`config.mk`:
```
export PLATFORM = sky130hd
export DESIGN_NAME = fxp_au_seq
export DESIGN_NICKNAME = d
export VERILOG_FILES = /design/src/rtl/fxp_au_seq.sv
export SDC_FILE = /design/constraint.sdc
export NUM_CORES = 1
export LEC_CHECK = 0
export ABC_AREA = 0
export CAP_MARGIN = 40
export CORE_MARGIN = 10
export CORE_UTILIZATION = 40
export CTS_BUF_LIST = sky130_fd_sc_hd__clkbuf_8
export CTS_CLUSTER_DIAMETER = 30
export DETAILED_ROUTE_END_ITERATION = 16
export PLACE_DENSITY = 0.62
export RECOVER_POWER = 25
export SYNTH_ARGS = -nofsm -noshare
export SYNTH_HDL_FRONTEND = slang
export SYNTH_SLANG_ARGS = --single-unit
```
`constraint.sdc`:
```
create_clock -name clk -period 3 [get_ports clk]
set_input_delay 0.3 -clock clk [delete_from_list [all_inputs] [get_ports clk]]
set_output_delay 0.3 -clock clk [all_outputs]
set_load 0.02 [all_outputs]
```
`src/rtl/fxp_au_seq.sv`:
```
// Sequential unsigned fixed-point ADD/SUB/MUL/MAX with valid/ready handshakes and an iterative shift-add MUL.
// Define FXP_AU_SATURATE_EN to saturate on overflow instead of wrapping.
module fxp_au_seq #(
  parameter int unsigned WIDTH_1 = 4,
  parameter int unsigned WIDTH_2 = 4
) (
  input  logic               clk,
  input  logic               rst_n,
  input  logic               in_valid,
  output logic               in_ready,
  input  logic [WIDTH_1-1:0] x_int,
  input  logic [WIDTH_2-1:0] x_frac,
  input  logic [WIDTH_1-1:0] y_int,
  input  logic [WIDTH_2-1:0] y_frac,
  input  logic [1:0]         operation,
  output logic               out_valid,
  input  logic               out_ready,
  output logic [WIDTH_1-1:0] result_int,
  output logic [WIDTH_2-1:0] result_frac,
  output logic               zero,
  output logic               overflow
);

  localparam int unsigned W  = WIDTH_1 + WIDTH_2;
  localparam int unsigned W2 = 2 * W;
  localparam int unsigned CW = (W > 1) ? $clog2(W) : 1;
`ifdef FXP_AU_SATURATE_EN
  localparam bit SAT_EN = 1'b1;
`else
  localparam bit SAT_EN = 1'b0;
`endif

  localparam logic [1:0] OP_ADD = 2'b00;
  localparam logic [1:0] OP_SUB = 2'b01;
  localparam logic [1:0] OP_MUL = 2'b10;
  localparam logic [1:0] OP_MAX = 2'b11;

  typedef enum logic [1:0] {IDLE, BUSY, DONE} state_t;

  state_t          state_q, state_d;
  logic [W2-1:0]   mcand_q, mcand_d;
  logic [W-1:0]    mplier_q, mplier_d;
  logic [W2-1:0]   acc_q, acc_d;
  logic [CW-1:0]   cnt_q, cnt_d;
  logic [W-1:0]    res_q, res_d;
  logic            ov_q, ov_d;
  logic            zero_q, zero_d;
  logic            ovf_q, ovf_d;

  logic [W-1:0]    x_op, y_op;
  logic [W:0]      sum;
  logic [W-1:0]    alu_res;
  logic            alu_ovf;
  logic [W2-1:0]   acc_step;
  logic [W-1:0]    mul_res;
  logic            mul_ovf;
  logic            accept;

  assign x_op     = {x_int, x_frac};
  assign y_op     = {y_int, y_frac};
  assign in_ready = (state_q == IDLE) | ((state_q == DONE) & out_ready);
  assign accept   = in_valid & in_ready;

  // Single-cycle ADD/SUB/MAX datapath
  always_comb begin
    sum     = {1'b0, x_op} + {1'b0, y_op};
    alu_res = '0;
    alu_ovf = 1'b0;
    case (operation)
      OP_ADD: begin
        alu_ovf = sum[W];
        alu_res = (SAT_EN && alu_ovf) ? '1 : sum[W-1:0];
      end
      OP_SUB: begin
        alu_ovf = (x_op < y_op);
        alu_res = (SAT_EN && alu_ovf) ? '0 : (x_op - y_op);
      end
      OP_MAX: alu_res = (x_op >= y_op) ? x_op : y_op;
      default: alu_res = '0;
    endcase
  end

  // One shift-add step; the multiplier is consumed LSB first
  always_comb begin
    acc_step = acc_q + (mplier_q[0] ? mcand_q : '0);
    mul_ovf  = |acc_step[W2-1:W+WIDTH_2];
    mul_res  = (SAT_EN && mul_ovf) ? '1 : acc_step[WIDTH_2 +: W];
  end

  // Next-state and next-register values
  always_comb begin
    state_d  = state_q;
    mcand_d  = mcand_q;
    mplier_d = mplier_q;
    acc_d    = acc_q;
    cnt_d    = cnt_q;
    res_d    = res_q;
    ov_d     = ov_q;
    zero_d   = zero_q;
    ovf_d    = ovf_q;
    case (state_q)
      BUSY: begin
        acc_d    = acc_step;
        mcand_d  = mcand_q << 1;
        mplier_d = mplier_q >> 1;
        cnt_d    = cnt_q + CW'(1);
        if (cnt_q == CW'(W - 1)) begin
          res_d   = mul_res;
          ovf_d   = mul_ovf;
          zero_d  = (mul_res == '0);
          ov_d    = 1'b1;
          state_d = DONE;
        end
      end
      IDLE, DONE: begin
        if (accept) begin
          if (operation == OP_MUL) begin
            mcand_d  = W2'(x_op);
            mplier_d = y_op;
            acc_d    = '0;
            cnt_d    = '0;
            ov_d     = 1'b0;
            state_d  = BUSY;
          end else begin
            res_d   = alu_res;
            ovf_d   = alu_ovf;
            zero_d  = (alu_res == '0);
            ov_d    = 1'b1;
            state_d = DONE;
          end
        end else if (state_q == DONE && out_ready) begin
          ov_d    = 1'b0;
          state_d = IDLE;
        end
      end
      default: state_d = IDLE;
    endcase
  end

  always_ff @(posedge clk or negedge rst_n) begin
    if (!rst_n) begin
      state_q  <= IDLE;
      mcand_q  <= '0;
      mplier_q <= '0;
      acc_q    <= '0;
      cnt_q    <= '0;
      res_q    <= '0;
      ov_q     <= 1'b0;
      zero_q   <= 1'b0;
      ovf_q    <= 1'b0;
    end else begin
      state_q  <= state_d;
      mcand_q  <= mcand_d;
      mplier_q <= mplier_d;
      acc_q    <= acc_d;
      cnt_q    <= cnt_d;
      res_q    <= res_d;
      ov_q     <= ov_d;
      zero_q   <= zero_d;
      ovf_q    <= ovf_d;
    end
  end

  assign out_valid   = ov_q;
  assign zero        = zero_q;
  assign overflow    = ovf_q;
  assign result_int  = res_q[W-1:WIDTH_2];
  assign result_frac = res_q[WIDTH_2-1:0];

endmodule

```
# [Word level (Yosys, flattened, before mapping)]
# Cells that the tools add are included.
[classes] n_addsub=4 n_lt_le_gt_ge=2 n_eq_ne=11 mux=38 bitwise=3 reduce_logical=12
[op_table] cell="16-bit 2-to-1 mux" n=5
[op_table] cell="16-bit one-hot mux with 2 select lines" n=2
[op_table] cell="8-bit 2-to-1 mux" n=6
[op_table] cell="8-bit one-hot mux with 2 select lines" n=2
[op_table] cell="8-bit one-hot mux with 3 select lines" n=1
[op_table] cell="16-bit adder" n=1
[op_table] cell="8-bit logical NOT" n=2
[op_table] cell="1-bit 2-to-1 mux" n=10
[op_table] cell="8-bit by 8-bit adder with 9-bit output" n=1
[op_table] cell="8-bit >= comparator" n=1
[op_table] cell="8-bit < comparator" n=1
[op_table] cell="2-bit 2-to-1 mux" n=4
[op_table] cell="2-bit != test (second input constant)" n=4
[op_table] cell="1-bit one-hot mux with 2 select lines" n=4
[op_table] cell="8-bit subtractor" n=1
[op_table] cell="2-bit equality test (second input constant)" n=3
[op_table] cell="3-bit 2-to-1 mux" n=2
[op_table] cell="3-bit one-hot mux with 2 select lines" n=1
[op_table] cell="3-bit AND reduction" n=2
[op_table] cell="2-bit by 1-bit equality test with 1-bit output (second input constant)" n=2
[op_table] cell="2-bit logical NOT" n=2
[op_table] cell="2-bit one-hot mux with 2 select lines" n=1
[op_table] cell="4-bit AND reduction" n=1
[op_table] cell="4-bit OR reduction" n=1
[op_table] cell="other kinds (9)" n=10
[word_totals] ff_bits=56 input_bits=22

# [Longest topological paths before layout]
[depth] depth_word=7 ltp_mapped=12

# [Least setup slack after synthesis]
# No wires, ideal clock.
[synth_path] path_type="register to register" start="reg mplier_q[0]" end="reg acc_q[14]" setup_time_ps=140 arrival_ps=2616 required_ps=2860 path_slack_ps=243 path_stages_with_launch=13 n_path_buf=0 synth_period_minus_slack_ps=2757 cell_sequence="dfrtp_1 and2_1 ha_1 inv_1 fa_1 nor2b_1 o31a_1 o41a_1 a311o_1 a31o_1 a21oi_1 xor2_1 o22ai_1"
[synth_via] elab_chain_len=3
[synth_rtl] item="from (decl)" line="42" source="logic [W-1:0] mplier_q, mplier_d;"
[synth_rtl] item="from (signal assigned)" line="154" source="mplier_q <= mplier_d;"
[synth_rtl] item="16-bit 2-to-1 mux" line="85" source="acc_step = acc_q + (mplier_q[0] ? mcand_q : '0);"
[synth_rtl] item="16-bit adder" line="85"
[synth_rtl] item="16-bit one-hot mux with 2 select lines" line="101" source="case (state_q)"
[synth_rtl] item="to (signal assigned)" line="145" source="acc_q <= '0;"
[synth_rtl] item="to (signal assigned)" line="155" source="acc_q <= acc_d;"
[synth_rtl] item="to (decl)" line="43" source="logic [W2-1:0] acc_q, acc_d;"
# No other way between the ends.
# A chain may end at the register's enable or synchronous reset.

# [Worst setup path in the final report]
[layout_path] start="reg mplier_q[0]" end="reg zero_q (netlist: zero)"
[layout_via] elab_chain_len=5
[layout_rtl] item="16-bit 2-to-1 mux" line="85"
[layout_rtl] item="16-bit adder" line="85"
[layout_rtl] item="8-bit logical NOT" line="110" source="zero_d = (mul_res == '0);"
[layout_rtl] item="1-bit 2-to-1 mux" line="107" source="if (cnt_q == CW'(W - 1)) begin"
[layout_rtl] item="1-bit one-hot mux with 2 select lines" line="101"
[layout_rtl] item="to (signal assigned)" line="159" source="zero_q <= zero_d;"
[layout_rtl] item="to (decl)" line="47" source="logic zero_q, zero_d;"
# No other way between the ends. The select of a mux whose other input is x is not followed.

==> impl_metrics.csv <==
group,metric,value,unit
status,status,"completed",
global_route,grt_overflow,0,
timing,fin_worst_skew,13.9,ps
route,drc,0,
pwr,cellLeakagePower,2.23,nW
run,cap_violations,0,
route,wl_per_cell,16.0,um
timing,max_freq,347,MHz
yosys,ys_seq_area_share,34.9,%
global_route,grt_pass1_wl,17700,um
placed_design,dpl_cell_area,4740,sq um
critical_path,critical_path_class,"reg2reg",
critical_path,crit_path_end_kind,"flop",
timing,worstMarginPinSlew,1100,ps
clocking,cts_root_buf,"clkbuf_8",
critical_path,critPathMaxStageDelay,430,ps
global_route,met1_usage,20.0,%
floorplan,core,9770,sq um
yosys,syn_area_per_cell,8.44,sq um
floorplan,std_cell_rows,36,
critical_path,r2r-end,"zero",
clocking,cts-htree-levels,2,
critical_path,critPathMaxFanout,4,
timing,setup_viol,0,
route,drt-total-wl,10700,um
route,drt_iter0_drc,214,
global_route,grt_max_degree,45,
route,dr_total_vias,3609,
global_route,grt_pass1_vias,3502,
cells_and_area,fin_area,4920,sq um
timing,fin_crit_sh,95.9,%
route,postRouteAntennaNets,0,
clocking,cts_sinks,56,
placed_design,io_buffers,33,
floorplan,die_h,120,um
yosys,yosys.area.top_type,"dfrtp_1",
yosys,synth.area.top_cells,"dfrtp_1, ha_1, nand2_1, mux2i_1, o21ai_0",
clocking,cts_tree,"built",
timing,rsz0062_at_grt,"yes",
cells_and_area,nFillCells,986,
placed_design,dp_hpwl,8330,um
yosys,yosys_most_used_dff,"dfrtp_1",
yosys,netlist-cell-type-count,50,
route,drtPass1Iterations,4,
cells_and_area,drive_gt1_share,13.2,%
yosys,ys.warnings.count,0,
timing,period_minus_slack,2880,ps
timing,hold_viol_final,0,
cells_and_area,final_nets,596,
cells_and_area,syn_to_final_growth,22.6,%
floorplan,initial_core_util,41.1,%
cells_and_area,diodes,0,
hold_path,min-delay-start,"mplier_q[1]",
timing,finalMaxSlewViolations,0,
critical_path,start_kind,"flop",
critical_path,r2r_slack,120,ps
route,viasPerCell,5.37,
yosys,async_reset_ff_share,100,%
clocking,path_clk_slew,110,ps
critical_path,crit_chain,"and2_4 > ha_4 > inv_2 > fa_2 > nor2b_2 > o31a_1 > o41a_1 > a21oi_2 > xnor2_1 > or3b_1 > o41ai_4 > a41o_1",
floorplan,die_w,120,um
hold_path,hold_depth,2,
global_route,busiest_layer,"met2",
yosys,synth_edf_count,0,
yosys,synth_top_area_share,34.9,%
pwr,p_per_area,714,nW/um^2
floorplan,dieArea,14400,sq um
floorplan,io_pins,34,
yosys,syn-num-nets,534,
critical_path,slowest_stage,"dfrtp_1",
clocking,clk_latency,320,ps
global_route,antenna_found_initial,0,
placed_design,place.gp.congestion,0.840,
global_route,met3_usage,2.70,%
yosys,netlist_area,4020,sq um
critical_path,crit-reg2reg-launch,"mplier_q[0]",
pwr,ir_drop,333,uV
clocking,clock_path_buffers,2,
clocking,numCtsBuffers,5,
cells_and_area,finish.utilization,50.4,%
yosys,syn_inst,476,
critical_path,cp.arrival,3130,ps
global_route,grt_usage,14.6,%
critical_path,reg2reg_depth,12,
critical_path,cp_data_required_time,3250,ps
global_route,grt_use_met2,23.5,%
pwr,power,3.52,mW
hold_path,min_to,"mplier_q[1]",
yosys,ys_seq_elements,56,
hold_path,min_path_type,"reg2reg",
timing,timing.slew.headroom,26.6,%
## what timing repair did
action / 4_1_cts / 5_1_grt
setup buffers: 1 / 1
pin swaps: 1 / 2
endpoints found under the setup margin: 3 / 4
hold endpoints to repair: 12 / 0
resized for setup: 1 / 11
hold buffers: 1 / 0
## kinds of logic (layout without fill, tap and decap cells)
family | after synthesis | after routing | share of synthesized area (%)
AOI/OAI and AO/OA | 131 | 131 | 20.3
xor gates and xnor gates | 18 | 18 | 3.93
adders and majority gates | 36 | 36 | 11.8
buffers and inverters | 45 | 108 | 4.30
DFF | 56 | 56 | 34.9
muxes | 26 | 26 | 6.48
and+or+nand+nor | 164 | 164 | 18.3
## report_power, final
group	internal, mW	leakage, nW	switching, mW
combinational	0.812	1.47	0.979
clock	0.167	0.0445	0.261
sequential	1.07	0.720	0.227
total	2.05	2.23	1.47
## final cells by class
cell class                 instances  area, sq um  share of cell area, %
clock inverter                     3         21.3                  0.432
tap                              133          166                   3.38
clock buffer                       5         68.8                   1.40
inverter                          22         82.6                   1.68
multi-input combinational        375         2520                   51.2
sequential                        56         1400                   28.5
timing repair buffer              78          662                   13.4
## metal layers
metal	vias to the layer above	wire, um
met1	1717	5150
met4	0	148
li1	1790	-
met5	-	0
met3	19	474
met2	83	4970
## worst max path at each step
stage	start	endpoint	slack [ps]
global placement	x_frac[0]	zero	50
global route	mplier_q[0]	overflow	-30
detailed placement	x_frac[0]	zero	-10
floorplan	mplier_q[0]	acc_q[14]	240
finish	mplier_q[0]	zero	120
CTS	mplier_q[0]	overflow	10
## layout by cell type (no fill, tap or decap), drive strengths merged, types with 3 or more instances in the layout
master         count
buf               43
a211oi             3
nor2b              6
nand4              4
o211ai             6
a21o               3
a31o               3
a22o               4
xor2               7
xnor2             11
o22ai             12
a21oi             25
fa                 3
o21ai             50
a31oi              7
clkbuf             7
dfrtp             56
and2              17
nand3              4
inv               22
nand2b             5
nor3               9
nand2             82
nor2              29
mux2i             26
clkdlybuf4s50     32
ha                33
## stage by stage
step	setup slack, ps	TNS, ps	instances	hold slack, ps
after floorplan	243	0	476	4.41
after global placement	49.5	0	661	192
after detailed placement	-10.6	-16.1	661	200
after CTS	13.1	0	671	399
after global routing	-32.2	-76.1	672	514
final	122	0	672	492
## synth_stat cells (all sizes together) (2+ instances only)
library cell and number:
or2 2, nand2b 5, mux2i 26, buf 4, o41ai 2, o31a 2
fa 3, nor2 29, dfrtp 56, o21a 2, nand2 82, a21o 3
a31o 3, xor2 7, o21bai 2, o31ai 2, inv 21, xnor2 11
nor4 2, or3b 2, nand4 4, clkbuf 19, o211ai 6, o21ai 50
and2 17, ha 33, a31oi 7, o22ai 12, nand3 4, a22o 4
nor2b 6, a21oi 25, a211oi 3, nor3 9
## registers in the layout, summed over array words and instances (netlist names)
name / flops
acc_q: 16
mcand_q: 16
mplier_q: 8
res_q: 8
cnt_q: 3
state_q: 2
out_valid: 1
overflow: 1
zero: 1
## critical path: cells and delay by family, from the launching register on
kind	cells	cell delay, ps
buffers and inverters	1	50
and+or+nand+nor	3	650
AOI/OAI and AO/OA	5	1230
DFF	1	430
xor gates and xnor gates	1	80
adders and majority gates	2	360
Note: power is estimated with default switching activity, not from simulation.
